===== src/rtl/store_pack_buffer.sv =====
`default_nettype none
// ============================================================================
// Module   : store_pack_buffer
// Purpose  : Store-side packer and write buffer between the MEM stage and
//            data memory. Each accepted store (SW/SH/SB) is turned into a
//            word-aligned address, lane-replicated write data and a 4-bit
//            byte enable, queued in a DEPTH-entry FIFO and drained to memory
//            over a valid/ready handshake.
// Ports    : clk, reset (async, active-low)
//            req_valid/req_ready/req_op/req_addr/req_data : store request
//            mem_valid/mem_ready/mem_addr/mem_wdata/mem_be: memory write
//            count, idle                                  : occupancy
//            exc_valid, exc_addr                          : misaligned store
//                                                           (STORE_EXC_EN only)
// Config   : `define STORE_EXC_EN to trap misaligned SH/SW instead of
//            silently ignoring the low address bits.
// Revision : 1.0 - initial release
// ============================================================================
module store_pack_buffer #(
  parameter int DEPTH = 2
) (
  input  logic                     clk,
  input  logic                     reset,
  input  logic                     req_valid,
  output logic                     req_ready,
  input  logic [2:0]               req_op,
  input  logic [31:0]              req_addr,
  input  logic [31:0]              req_data,
  output logic                     mem_valid,
  input  logic                     mem_ready,
  output logic [31:0]              mem_addr,
  output logic [31:0]              mem_wdata,
  output logic [3:0]               mem_be,
  output logic [$clog2(DEPTH):0]   count,
  output logic                     idle
`ifdef STORE_EXC_EN
  ,
  output logic                     exc_valid,
  output logic [31:0]              exc_addr
`endif
);

  localparam int PTR_W = $clog2(DEPTH);
  localparam int CNT_W = PTR_W + 1;
  localparam logic [CNT_W-1:0] DEPTH_C = CNT_W'(DEPTH);
  localparam logic [CNT_W-1:0] CNT_ONE = CNT_W'(1);
  localparam logic [PTR_W-1:0] PTR_ONE = PTR_W'(1);

  localparam logic [2:0] OP_SW = 3'b000;
  localparam logic [2:0] OP_SH = 3'b001;
  localparam logic [2:0] OP_SB = 3'b010;

  // FIFO storage and control state
  logic [31:0]      addr_q  [DEPTH];
  logic [31:0]      addr_d  [DEPTH];
  logic [31:0]      wdata_q [DEPTH];
  logic [31:0]      wdata_d [DEPTH];
  logic [3:0]       be_q    [DEPTH];
  logic [3:0]       be_d    [DEPTH];
  logic [PTR_W-1:0] wr_ptr_q, wr_ptr_d;
  logic [PTR_W-1:0] rd_ptr_q, rd_ptr_d;
  logic [CNT_W-1:0] count_q,  count_d;

  // Packed form of the incoming request
  logic        op_ok;
  logic        misaligned;
  logic [3:0]  pack_be;
  logic [31:0] pack_wdata;
  logic        accept;
  logic        push;
  logic        pop;

  always_comb begin
    op_ok      = 1'b1;
    pack_be    = 4'b0000;
    pack_wdata = 32'h0;
    case (req_op)
      OP_SW: begin
        pack_be    = 4'b1111;
        pack_wdata = req_data;
      end
      OP_SH: begin
        pack_be    = req_addr[1] ? 4'b1100 : 4'b0011;
        pack_wdata = {2{req_data[15:0]}};
      end
      OP_SB: begin
        pack_be    = 4'b0001 << req_addr[1:0];
        pack_wdata = {4{req_data[7:0]}};
      end
      default: op_ok = 1'b0;
    endcase
  end

`ifdef STORE_EXC_EN
  always_comb begin
    misaligned = ((req_op == OP_SW) && (req_addr[1:0] != 2'b00)) ||
                 ((req_op == OP_SH) && req_addr[0]);
  end
`else
  always_comb begin
    misaligned = 1'b0;
  end
`endif

  // Ready depends only on registered occupancy: no same-cycle full bypass.
  assign req_ready = (count_q < DEPTH_C);
  assign accept    = req_valid & req_ready;
  // Invalid opcodes and trapped stores complete the handshake but are dropped.
  assign push      = accept & op_ok & ~misaligned;
  assign pop       = mem_valid & mem_ready;

  always_comb begin
    addr_d   = addr_q;
    wdata_d  = wdata_q;
    be_d     = be_q;
    wr_ptr_d = wr_ptr_q;
    rd_ptr_d = rd_ptr_q;
    count_d  = count_q;

    if (push) begin
      addr_d[wr_ptr_q]  = {req_addr[31:2], 2'b00};
      wdata_d[wr_ptr_q] = pack_wdata;
      be_d[wr_ptr_q]    = pack_be;
      wr_ptr_d          = wr_ptr_q + PTR_ONE;
    end
    if (pop) begin
      rd_ptr_d = rd_ptr_q + PTR_ONE;
    end
    case ({push, pop})
      2'b10:   count_d = count_q + CNT_ONE;
      2'b01:   count_d = count_q - CNT_ONE;
      default: count_d = count_q;
    endcase
  end

  always_ff @(posedge clk or negedge reset) begin
    if (!reset) begin
      for (int i = 0; i < DEPTH; i++) begin
        addr_q[i]  <= 32'h0;
        wdata_q[i] <= 32'h0;
        be_q[i]    <= 4'b0000;
      end
      wr_ptr_q <= '0;
      rd_ptr_q <= '0;
      count_q  <= '0;
    end else begin
      addr_q   <= addr_d;
      wdata_q  <= wdata_d;
      be_q     <= be_d;
      wr_ptr_q <= wr_ptr_d;
      rd_ptr_q <= rd_ptr_d;
      count_q  <= count_d;
    end
  end

  assign count     = count_q;
  assign idle      = (count_q == '0);
  assign mem_valid = ~idle;
  // Outputs are forced to zero while nothing is presented.
  assign mem_addr  = mem_valid ? addr_q[rd_ptr_q]  : 32'h0;
  assign mem_wdata = mem_valid ? wdata_q[rd_ptr_q] : 32'h0;
  assign mem_be    = mem_valid ? be_q[rd_ptr_q]    : 4'b0000;

`ifdef STORE_EXC_EN
  logic        exc_valid_q, exc_valid_d;
  logic [31:0] exc_addr_q,  exc_addr_d;

  always_comb begin
    exc_valid_d = accept & op_ok & misaligned;
    exc_addr_d  = exc_valid_d ? req_addr : exc_addr_q;
  end

  always_ff @(posedge clk or negedge reset) begin
    if (!reset) begin
      exc_valid_q <= 1'b0;
      exc_addr_q  <= 32'h0;
    end else begin
      exc_valid_q <= exc_valid_d;
      exc_addr_q  <= exc_addr_d;
    end
  end

  assign exc_valid = exc_valid_q;
  assign exc_addr  = exc_addr_q;
`endif

endmodule
`default_nettype wire


===== config.mk =====
export PLATFORM = sky130hd
export DESIGN_NAME = store_pack_buffer
export DESIGN_NICKNAME = d
export VERILOG_FILES = /design/src/rtl/store_pack_buffer.sv
export SDC_FILE = /design/constraint.sdc
export NUM_CORES = 1
export LEC_CHECK = 0
export BUFFER_PORTS_ARGS = -buffer_cell sky130_fd_sc_hd__clkbuf_2
export CAP_MARGIN = 20
export CORE_AREA = 3 3 110 165
export DETAILED_ROUTE_END_ITERATION = 8
export DIE_AREA = 0 0 113 168
export HOLD_SLACK_MARGIN = 0.15
export PLACE_DENSITY = 0.75
export SETUP_SLACK_MARGIN = 0.1
export SLEW_MARGIN = 5
export SYNTH_ARGS = -nofsm -noshare
export SYNTH_HDL_FRONTEND = slang
export SYNTH_SLANG_ARGS = --single-unit

===== constraint.sdc =====
create_clock -name clk -period 1.9 [get_ports clk]
set_input_delay 0.19 -clock clk [delete_from_list [all_inputs] [get_ports clk]]
set_output_delay 0.19 -clock clk [all_outputs]
set_load 0.1 [all_outputs]

## Word-level counts from Yosys, hierarchy flattened

Cells that the tools add are included.

- Flip-flop bits (word level): 140
- Latch bits: 0
- Bits in writable memories: 0
- ROM bits: 0
- Memories: 0

- Add/subtract/negate cells: 4
- Multipliers: 0
- Div/mod/pow operators: 0
- Order comparisons: 4
- Equality and inequality tests: 4
- Shift-type cells: 1
- Mux-type cells: 24
- Bitwise operators: 6
- Reduce and logical (&&, ||, !) cells: 5

Operator list:

| kind | number |
|---|---|
| $mux 32 | 9 |
| $bwmux 64 | 2 |
| $pmux 32 s3 | 1 |
| $demux 32 s1 | 1 |
| $mux 4 | 6 |
| $pmux 4 s3 | 1 |
| $bwmux 8 | 1 |
| $demux 4 s1 | 1 |
| $ge 2x2->1 const B | 2 |
| $not 1->2 | 2 |
| $pmux 2 s2 | 1 |
| $shl 1x2->4 const A | 1 |
| $and 1x1->1 | 3 |
| $eq 3x1->1 const B | 1 |
| $eq 3x2->1 const B | 1 |
| $logic_not 3->1 | 1 |
| $reduce_or 3->1 | 1 |
| $add 1x1->1 const B | 2 |
| $add 2x1->2 const B | 1 |
| $eq 2x1->1 const B | 1 |
| $eq 2x2->1 const B | 1 |
| $logic_not 2->1 | 1 |
| $lt 2x1->1 const B | 1 |
| $lt 2x2->1 const B | 1 |
| 5 further kinds | 5 |

## Longest topological paths before layout

Gate-level depths: netlist of the first run.

- Depth after elaboration: 6
- Mapped depth: 7

## Least setup slack after synthesis of the first run

Ideal clock, no wire load.

- Path kind: register -> output
- From: reg count_q[0], in the netlist count[0]
- To: out mem_wdata[21]
- Arrival: 3.822 ns
- Setup slack: -2.112 ns
- Cell stages (with the launch flop): 5
- Buffers on the path: 1
- Cell sequence: dfrtp_1 > or2_2 > inv_1 > clkbuf_1 > nor2_1

- Longest elaborated chain between the ends: 2

RTL lines:

| item | line | text |
|---|---|---|
| start, declared | 62 | `logic [CNT_W-1:0] count_q, count_d;` |
| start signal, assigned | 152 | `count_q <= count_d;` |
| $logic_not 2->1 | 157 | `assign idle = (count_q == '0);` |
| named net idle | 35 | `output logic idle` |
| $mux 32 | 161 | `assign mem_wdata = mem_valid ? wdata_q[rd_ptr_q] : 32'h0;` |
| end, declared | 32 | `output logic [31:0] mem_wdata,` |

The timed path passes the listed nets, and every way through them passes these cells.

## Final worst setup path of the first run

- From: reg rd_ptr_q
- To: out mem_wdata[28]

- Longest elaborated chain between the ends: 5

RTL lines:

| item | line | text |
|---|---|---|
| start, declared | 61 | `logic [PTR_W-1:0] rd_ptr_q, rd_ptr_d;` |
| start signal, assigned | 151 | `rd_ptr_q <= rd_ptr_d;` |
| $not 1->2 (not written as such) | 161 |  |
| $mux 32 (not written as such) (3 in series) | 161 |  |
| $mux 32 | 161 |  |

Every way passes these cells. The select of a mux whose other input is x is not followed.

==> summary.txt, run 1 <==
Outcome
  – Status: finished, violations left
  – Failing checks: setup timing

Detailed routing
  – Routed wire length: about 22 mm
  – Vias: between 5000 and 6000
  – Routed Antenna Nets: 0
  – Wire per inst: approximately 22 um
  – Iter 0 DRT Violations: 305
  – DRC: 0
  – Vias per inst: 5.31
  – First-pass DRT Iterations: 4

Floorplanning
  – Die width: between 100 and 150 um
  – Ports: 144
  – Die Height: between 150 and 200 um
  – Row count: a little under 60
  – CORE AREA: between 15000 and 20000 sq um
  – Starting Density: between 30% and 40%
  – Die ar.: 19000 sq um

Logic synthesis
  – Syn_area_per_cell: 12.7 sq um
  – Synthesized area: 6730 sq um
  – Asr flop ratio synth: 100%
  – Distinct cells, synth: 30
  – EDFF count, synth: 0
  – Commonest register cell after synthesis: dfrtp_1
  – Synth warn: 0
  – Synth Register Bits: ~140
  – Syn Inst Count: about 530
  – Seq/Total Area, Yosys: 50.6%

Global routing
  – Vias in the first global route: around 5400
  – Largest net degree at the start of global routing: 54
  – Initial antenna violation count: 0
  – Grt ovf: 0
  – All-Layer GR Usage: ~20%
  – First-pass GRT wire length: 29.4 mm

Finish
  – Area grow syn2layout: 68.8%
  – Diodes inserted: 0
  – Commonest cells after routing, fill and taps aside: dfrtp_1 (133), mux2_2 (93), buf_12 (84)
  – Final-layout fill cell count: approximately 1100
  – Commonest non-fill, non-tap cell in the layout: dfrtp_1
  – # nets final: roughly 830
  – Share of cells above drive strength 1: just over 60%

Placement
  – Port buffer count: between 100 and 150
  – Hpwl dp: 11.8 mm
  – Placer Congestion: ~0.8

STA
  – Max-slew violations: 0
  – Crit path time final: around 2.1 ns
  – Worst setup margin: -0.154 ns
  – Final Skew: ~0.0057 ns
  – Crit share post-route: 108%
  – FMAX: just under 500 MHz
  – Slew HR: 61.1%
  – Worst-Margin Slew: just under 0.6 ns
  – Final setup viols: ~180
  – Setup TNS: -13.74 ns
  – Unrepaired setup endpoints after global routing: yes
  – Final Hold Violating Endpoints: 0

Worst setup path
  – Max FO, Critical Path: 19
  – CP bufs+invs: 2
  – Worst Path Arrival: between 1.5 and 2 ns
  – Req. time, crit path: about 1.7 ns
  – CP max stage delay: about 0.53 ns
  – Worst setup path class: flip-flop to output pin
  – CP cell instances: buf_16, mux2i_1, nor2_4, buf_12
  – Worst setup SP type: flip-flop
  – Setup crit end kind: output pin
  – CP max-delay cell: dfrtp_4
  – CP top delay family: flip-flops

CTS
  – Max H-tree Level: 4
  – Worst-Skew Late Latency: ~0.42 ns
  – Sink Count: 136
  – CTS root buf: clkbuf_16
  – Worst-path clk slew: around 0.060 ns
  – Total CTS buffers: 17
  – CTS tree: yes
  – Clock Path Buffers: 2

Worst hold path
  – Min-delay worst type: input port to async pin

Run
  – Max-cap check violation count: 0
==> registers in the layout, summed over array words and instances, names as in the netlist <==
| signal | cells |
|---|---|
| wr_ptr_q | 1 |
| rd_ptr_q | 1 |
| wdata_q | 64 |
| be_q | 8 |
| addr_q | 60 |
| count | 2 |
==> worst register-to-register path, stage by stage, from the launching register on <==
cell,delay (ns)
dfrtp_4,0.48
buf_6,0.12
or2_4,0.25
or3_4,0.43
buf_12,0.18
clkbuf_16,0.17
mux2_2,0.27
==> layer usage <==
layer  share of wire [%]  up-vias  GRT usage [%]  routed length, um
li1                    -     2306              -                  -
met1                  36     2655           23.6               7970
met2                  55      180           34.9              12100
met3                 5.2       42           4.49               1140
met4                 3.4        0           8.16                743
met5                   0        -              0                  0
==> timing repair <==
action / in CTS / in global routing
cloned: 8 / 20
hold buffers: 40 / 0
endpoints found under the setup margin: 136 / 202
endpoints found under the hold margin: 125 / 0
pin swaps: 18 / 21
setup buffers: 11 / 10
gates resized for setup: 35 / 78
==> Yosys cell counts (2+ instances only) <==
| cell | number | area, sq um |
|---|---|---|
| or3_1 | 3 | 18.8 |
| mux2i_1 | 82 | 821 |
| o31ai_1 | 8 | 60.1 |
| nand2b_1 | 9 | 56.3 |
| dfrtp_1 | 136 | 3400 |
| buf_1 | 5 | 18.8 |
| buf_4 | 3 | 22.5 |
| mux2_2 | 101 | 1140 |
| buf_2 | 7 | 35.0 |
| a21oi_1 | 12 | 60.1 |
| nand3b_1 | 8 | 60.1 |
| nor2_1 | 67 | 251 |
| buf_6 | 8 | 90.1 |
| inv_1 | 4 | 15.0 |
| clkbuf_1 | 18 | 67.6 |
| or2_2 | 2 | 12.5 |
| o21ai_0 | 17 | 85.1 |
| xnor2_1 | 3 | 26.3 |
| mux2_4 | 27 | 405 |
==> area by class of cell <==
class	instances	area [sq um]	area share, %
Timing Repair Buffer	243	3290	29.0
Clock inverter	11	98.8	0.870
Multi-Input combinational cell	352	3810	33.6
Tap cell	210	263	2.31
Clock buffer	20	457	4.02
Sequential cell	136	3410	30.1
Inverter	4	22.5	0.198
==> path summary, 6_finish.rpt <==
check | end | cells after the start | slack (ns) | from
max in group asynchronous | wdata_q[29] | 3 | 0.96 | reset
hold reg to reg | addr_q[38] | 1 | 0.50 | addr_q[38]
min in group clk | wr_ptr_q | 4 | 0.29 | req_op[2]
setup / recovery | mem_wdata[28] | 4 | -0.15 | rd_ptr_q
hold / removal | wdata_q[35] | 2 | 0.29 | reset
setup reg to reg | wdata_q[23] | 6 | -0.13 | count[1]
==> metrics by stage <==
step / instances / utilization (%) / cell area (sq um) / hold slack (ns) / setup WS, ns
after global placement: 858 / 54.1 / 9110 / 0.160 / 0.119
final: 976 / 67.5 / 11400 / 0.288 / -0.154
after CTS: 948 / 62.7 / 10600 / 0.197 / -0.108
after global routing: 976 / 67.5 / 11400 / 0.293 / -0.180
after floorplan: 532 / - / 7230 / -0.106 / -0.592
after detailed placement: 858 / 54.1 / 9110 / 0.177 / 0.0825
==> cells by family after synthesis <==
logic type	synth area share, %
buffers and inverters	3.70
other	0.0557
DFF	50.6
muxes	35.1
AOI/OAI and AO/OA	3.31
adders and majority gates	0.186
xor gates and xnor gates	0.521
and+or+nand+nor	6.54
Power of run 1 is left out: the tool's default activity adds up to more than one toggle a clock period on the data nets, which glitch-free logic cannot reach.
==> run 2, diff against run 1 <==
--- a/config.mk
+++ b/config.mk
@@ -5,11 +5,12 @@
 export SDC_FILE = /design/constraint.sdc
 export NUM_CORES = 1
 export LEC_CHECK = 0
+export ABC_AREA = 1
 export BUFFER_PORTS_ARGS = -buffer_cell sky130_fd_sc_hd__clkbuf_2
 export CAP_MARGIN = 20
-export CORE_AREA = 3 3 110 165
+export CORE_AREA = 3 3 109 164
 export DETAILED_ROUTE_END_ITERATION = 8
-export DIE_AREA = 0 0 113 168
+export DIE_AREA = 0 0 112 167
 export HOLD_SLACK_MARGIN = 0.15
 export PLACE_DENSITY = 0.75
 export SETUP_SLACK_MARGIN = 0.1
==> summary.txt, run 2 <==
Detailed routing
  – Routed Antenna Nets: 0 (unchanged)
  – Routed wire length: 20.9 mm (-4.8%)
  – Vias per inst: 5.13 (-3.4%)
  – First-pass DRT Iterations: 5 (+1)
  – DRC: 0 (unchanged)
  – Wire per inst: 16.3 um (-27%)
  – Vias: 6563 (+27%)
  – Iter 0 DRT Violations: 411 (+35%)

Worst setup path
  – Reg2reg start: count[0]
  – Reg2reg end: count[1]
  – Worst setup SP type: flip-flop
  – Most used cell, CP: buf_12
  – R2R cell count: 8 (+2)
  – CP max stage delay: 0.49 ns (-0.04 ns)
  – Worst Path Arrival: 1.74 ns (-0.12 ns)
  – CP max-delay cell: dfrtp_4
  – Max FO, Critical Path: 5 (-14)
  – CP cell instances: nor2_4, buf_12, bufbuf_16, a21oi_4, buf_12
  – Setup crit end kind: output pin
  – Worst setup path class: flip-flop to output pin
  – Req. time, crit path: 1.71 ns (about the same)
  – Reg2Reg Setup Slack: 0.03 ns (+0.16 ns)

CTS
  – Max H-tree Level: 4 (unchanged)
  – CTS root buf: clkbuf_16
  – CTS tree: yes
  – Sink Count: 136 (unchanged)
  – Total CTS buffers: 17 (unchanged)
  – Clock Path Buffers: 2 (unchanged)
  – Worst-path clk slew: 0.06 ns (about the same)
  – Worst-Skew Late Latency: 0.41 ns (about the same)

STA
  – Final Skew: 0.00679 ns (+0.00113 ns)
  – Max-slew violations: 0 (unchanged)
  – Final Hold Violating Endpoints: 0 (unchanged)
  – Crit path time final: 1.93 ns (-0.126 ns)
  – Unrepaired setup endpoints after global routing: yes
  – Final setup viols: 29 (-84%)
  – FMAX: 519 MHz (+6.5%)
  – Worst-Margin Slew: 0.553 ns (-0.0338 ns)
  – Crit share post-route: 101% (-6.6 points)
  – Setup TNS: -0.346 ns (+13.39 ns)
  – Worst setup margin: -0.0282 ns (+0.126 ns)
  – Slew HR: 63.3% (+2.2 points)

Logic synthesis
  – Synthesized area: 6590 sq um (-2.1%)
  – Syn_area_per_cell: 7.62 sq um (-40%)
  – Syn Inst Count: 865 (+63%)
  – Seq/Total Area, Yosys: 51.7% (+1.1 points)
  – Asr flop ratio synth: 100% (unchanged)
  – Distinct cells, synth: 23 (-23%)
  – Synth Register Bits: 136 (unchanged)
  – Cell taking the most area after synthesis: dfrtp_1
  – Commonest register cell after synthesis: dfrtp_1
  – Yosys top cell area share: 51.7% (+1.1 points)
  – Most common cell in the netlist: nand2_1
  – Top cells by count, synth: nand2_1 (384), dfrtp_1 (136), a21oi_1 (67)
  – Synth warn: 0 (unchanged)
  – EDFF count, synth: 0 (unchanged)
  – Cells taking the most area after synthesis: dfrtp_1 (52%), nand2_1 (22%), a21oi_1 (5.1%)

Placement
  – Post-Place Setup Slack: 0.227 ns (+0.145 ns)
  – Hpwl dp: 13.3 mm (+13%)
  – Cells after DPL: 1186 (+38%)
  – Port buffer count: 141 (unchanged)
  – Placer Congestion: 0.915 (+16%)

Floorplanning
  – Ports: 144 (unchanged)
  – Die ar.: 18700 sq um (-1.5%)
  – Die width: 112 um (-0.88%)
  – CORE AREA: 16600 sq um (-1.3%)
  – Die Height: 167 um (-0.60%)
  – Row count: 58 (unchanged)
  – Starting Density: 39.6% (-0.33 points)

Outcome
  – Failing checks: setup timing
  – Status: finished, violations left

Worst hold path
  – Min-delay worst type: input port to flip-flop
  – Hold EP: wdata_q[62]
  – Hold path startpoint: req_data[30]
  – Hold Path Depth: 5

Finish
  – Commonest cells after routing, fill and taps aside: nand2_1 (377), dfrtp_1 (133), buf_12 (85)
  – Post-layout util: 65.5% (-2.0 points)
  – Top Registers: wdata_q: 64 flops, addr_q: 60 flops, be_q: 8 flops
  – Area of the multi-input gates: 3430 sq um (-10%)
  – Final-layout fill cell count: 1286 (+16%)
  – Register Area: 3410 sq um (about the same)
  – Share of cells above drive strength 1: 29.0% (-32 points)
  – Max reg flops: 64 (unchanged)
  – Commonest non-fill, non-tap cell in the layout: nand2_1
  – Diodes inserted: 0 (unchanged)
  – Area grow syn2layout: 65.2%
  – Post-Layout Cell Count: 1280 (+31%)
  – # nets final: 1130 (+37%)
  – Reg with most FFs: wdata_q

Global routing
  – Met2 Track Usage GR: 39.0% (+4.1 points)
  – Initial antenna violation count: 0 (unchanged)
  – Largest net degree at the start of global routing: 63 (+17%)
  – Grt ovf: 0 (unchanged)
  – First-pass GRT wire length: 33.4 mm (+13%)
  – GR peak layer: met2
  – GRT met1 Usage: 26.3% (+2.7 points)
  – All-Layer GR Usage: 22.3% (+2.3 points)
  – Met3 Resource Use GR: 3.85% (-0.64 points)
  – Vias in the first global route: 6640 (+23%)

Run
  – Max-cap check violation count: 0 (unchanged)
[run 2: cell types whose count changed in the layout (fill, tap and decap cells not counted), sizes merged, moves of 9 or more]
cell | before | now
nor2 | 67 | 4
o21ai | 17 | 82
mux2 | 128 | 0
nand2 | 1 | 384
clkbuf | 103 | 93
mux2i | 82 | 0
nand3 | 0 | 67
nand2b | 9 | 0
inv | 5 | 49
a21oi | 12 | 68
[run 2: worst max-delay path by stage]
stage | endpoint | depth (start not counted) | startpoint | slack, ns
5_1_grt | mem_be[2] | 5 | count[0] | -0.08
3_5_place_dp | count[1] | 7 | req_op[0] | 0.23
4_1_cts | mem_wdata[10] | 5 | count[0] | -0.03
6_report | mem_wdata[10] | 5 | count[0] | -0.03
3_3_place_gp | count[1] | 7 | req_op[0] | 0.25
2_1_floorplan | mem_be[3] | 3 | count[1] | -0.02
[run 2: final cells by class]
class                   count  share of cell area, %
flip-flops and latches    136                   31.3
clock buffers              18                   3.94
repair buffers            233                   27.2
inverters                  50                   1.83
clock inverters            13                   1.80
multi-input cells         620                   31.5
well taps                 210                   2.41
[run 2: cell families (layout without fill, tap and decap cells)]
group           Yosys count  count (layout)  synth area share (%)
simple gates            464             464                  28.2
compound gates          150             150                  11.6
flops                   136             136                  51.7
buf+inv                 110             314                  7.90
xor+xnor                  3               3                 0.399
fa+ha+maj                 1               1                 0.190
other cells               1               2                0.0569
[run 2: per-layer routing]
layer	vias up	routed length [um]	share of wire, %
met4	0	748	3.6
met3	43	1000	4.8
met1	3154	8210	39
met5	-	0	0
li1	3143	-	-
met2	223	10900	52
[run 2: repair_timing]
item / 4_1_cts / 5_1_grt
hold endpoints to repair: 213 / 0
pin swaps: 6 / 1
cloned: 5 / 3
setup endpoints to repair: 67 / 159
gates resized for setup: 23 / 13
hold buffers: 40 / 0
buffers inserted: 16 / 0
[run 2: critical path, delay by kind of cell (launching register included)]
kind                   cells  cell delay (ns)
AND/OR/NAND/NOR            1             0.20
AO/OA/AOI/OAI              1             0.04
flip-flops                 1             0.49
buffers and inverters      3             0.59
[run 2: stage by stage]
stage                     hold slack [ns]  instance area [sq um]
after floorplan                    -0.106                   7390
after global placement              0.143                   9380
after detailed placement            0.146                   9380
after CTS                           0.159                  10800
after global routing                0.186                  10900
final                               0.169                  10900
Power of run 2 is left out for the same reason.
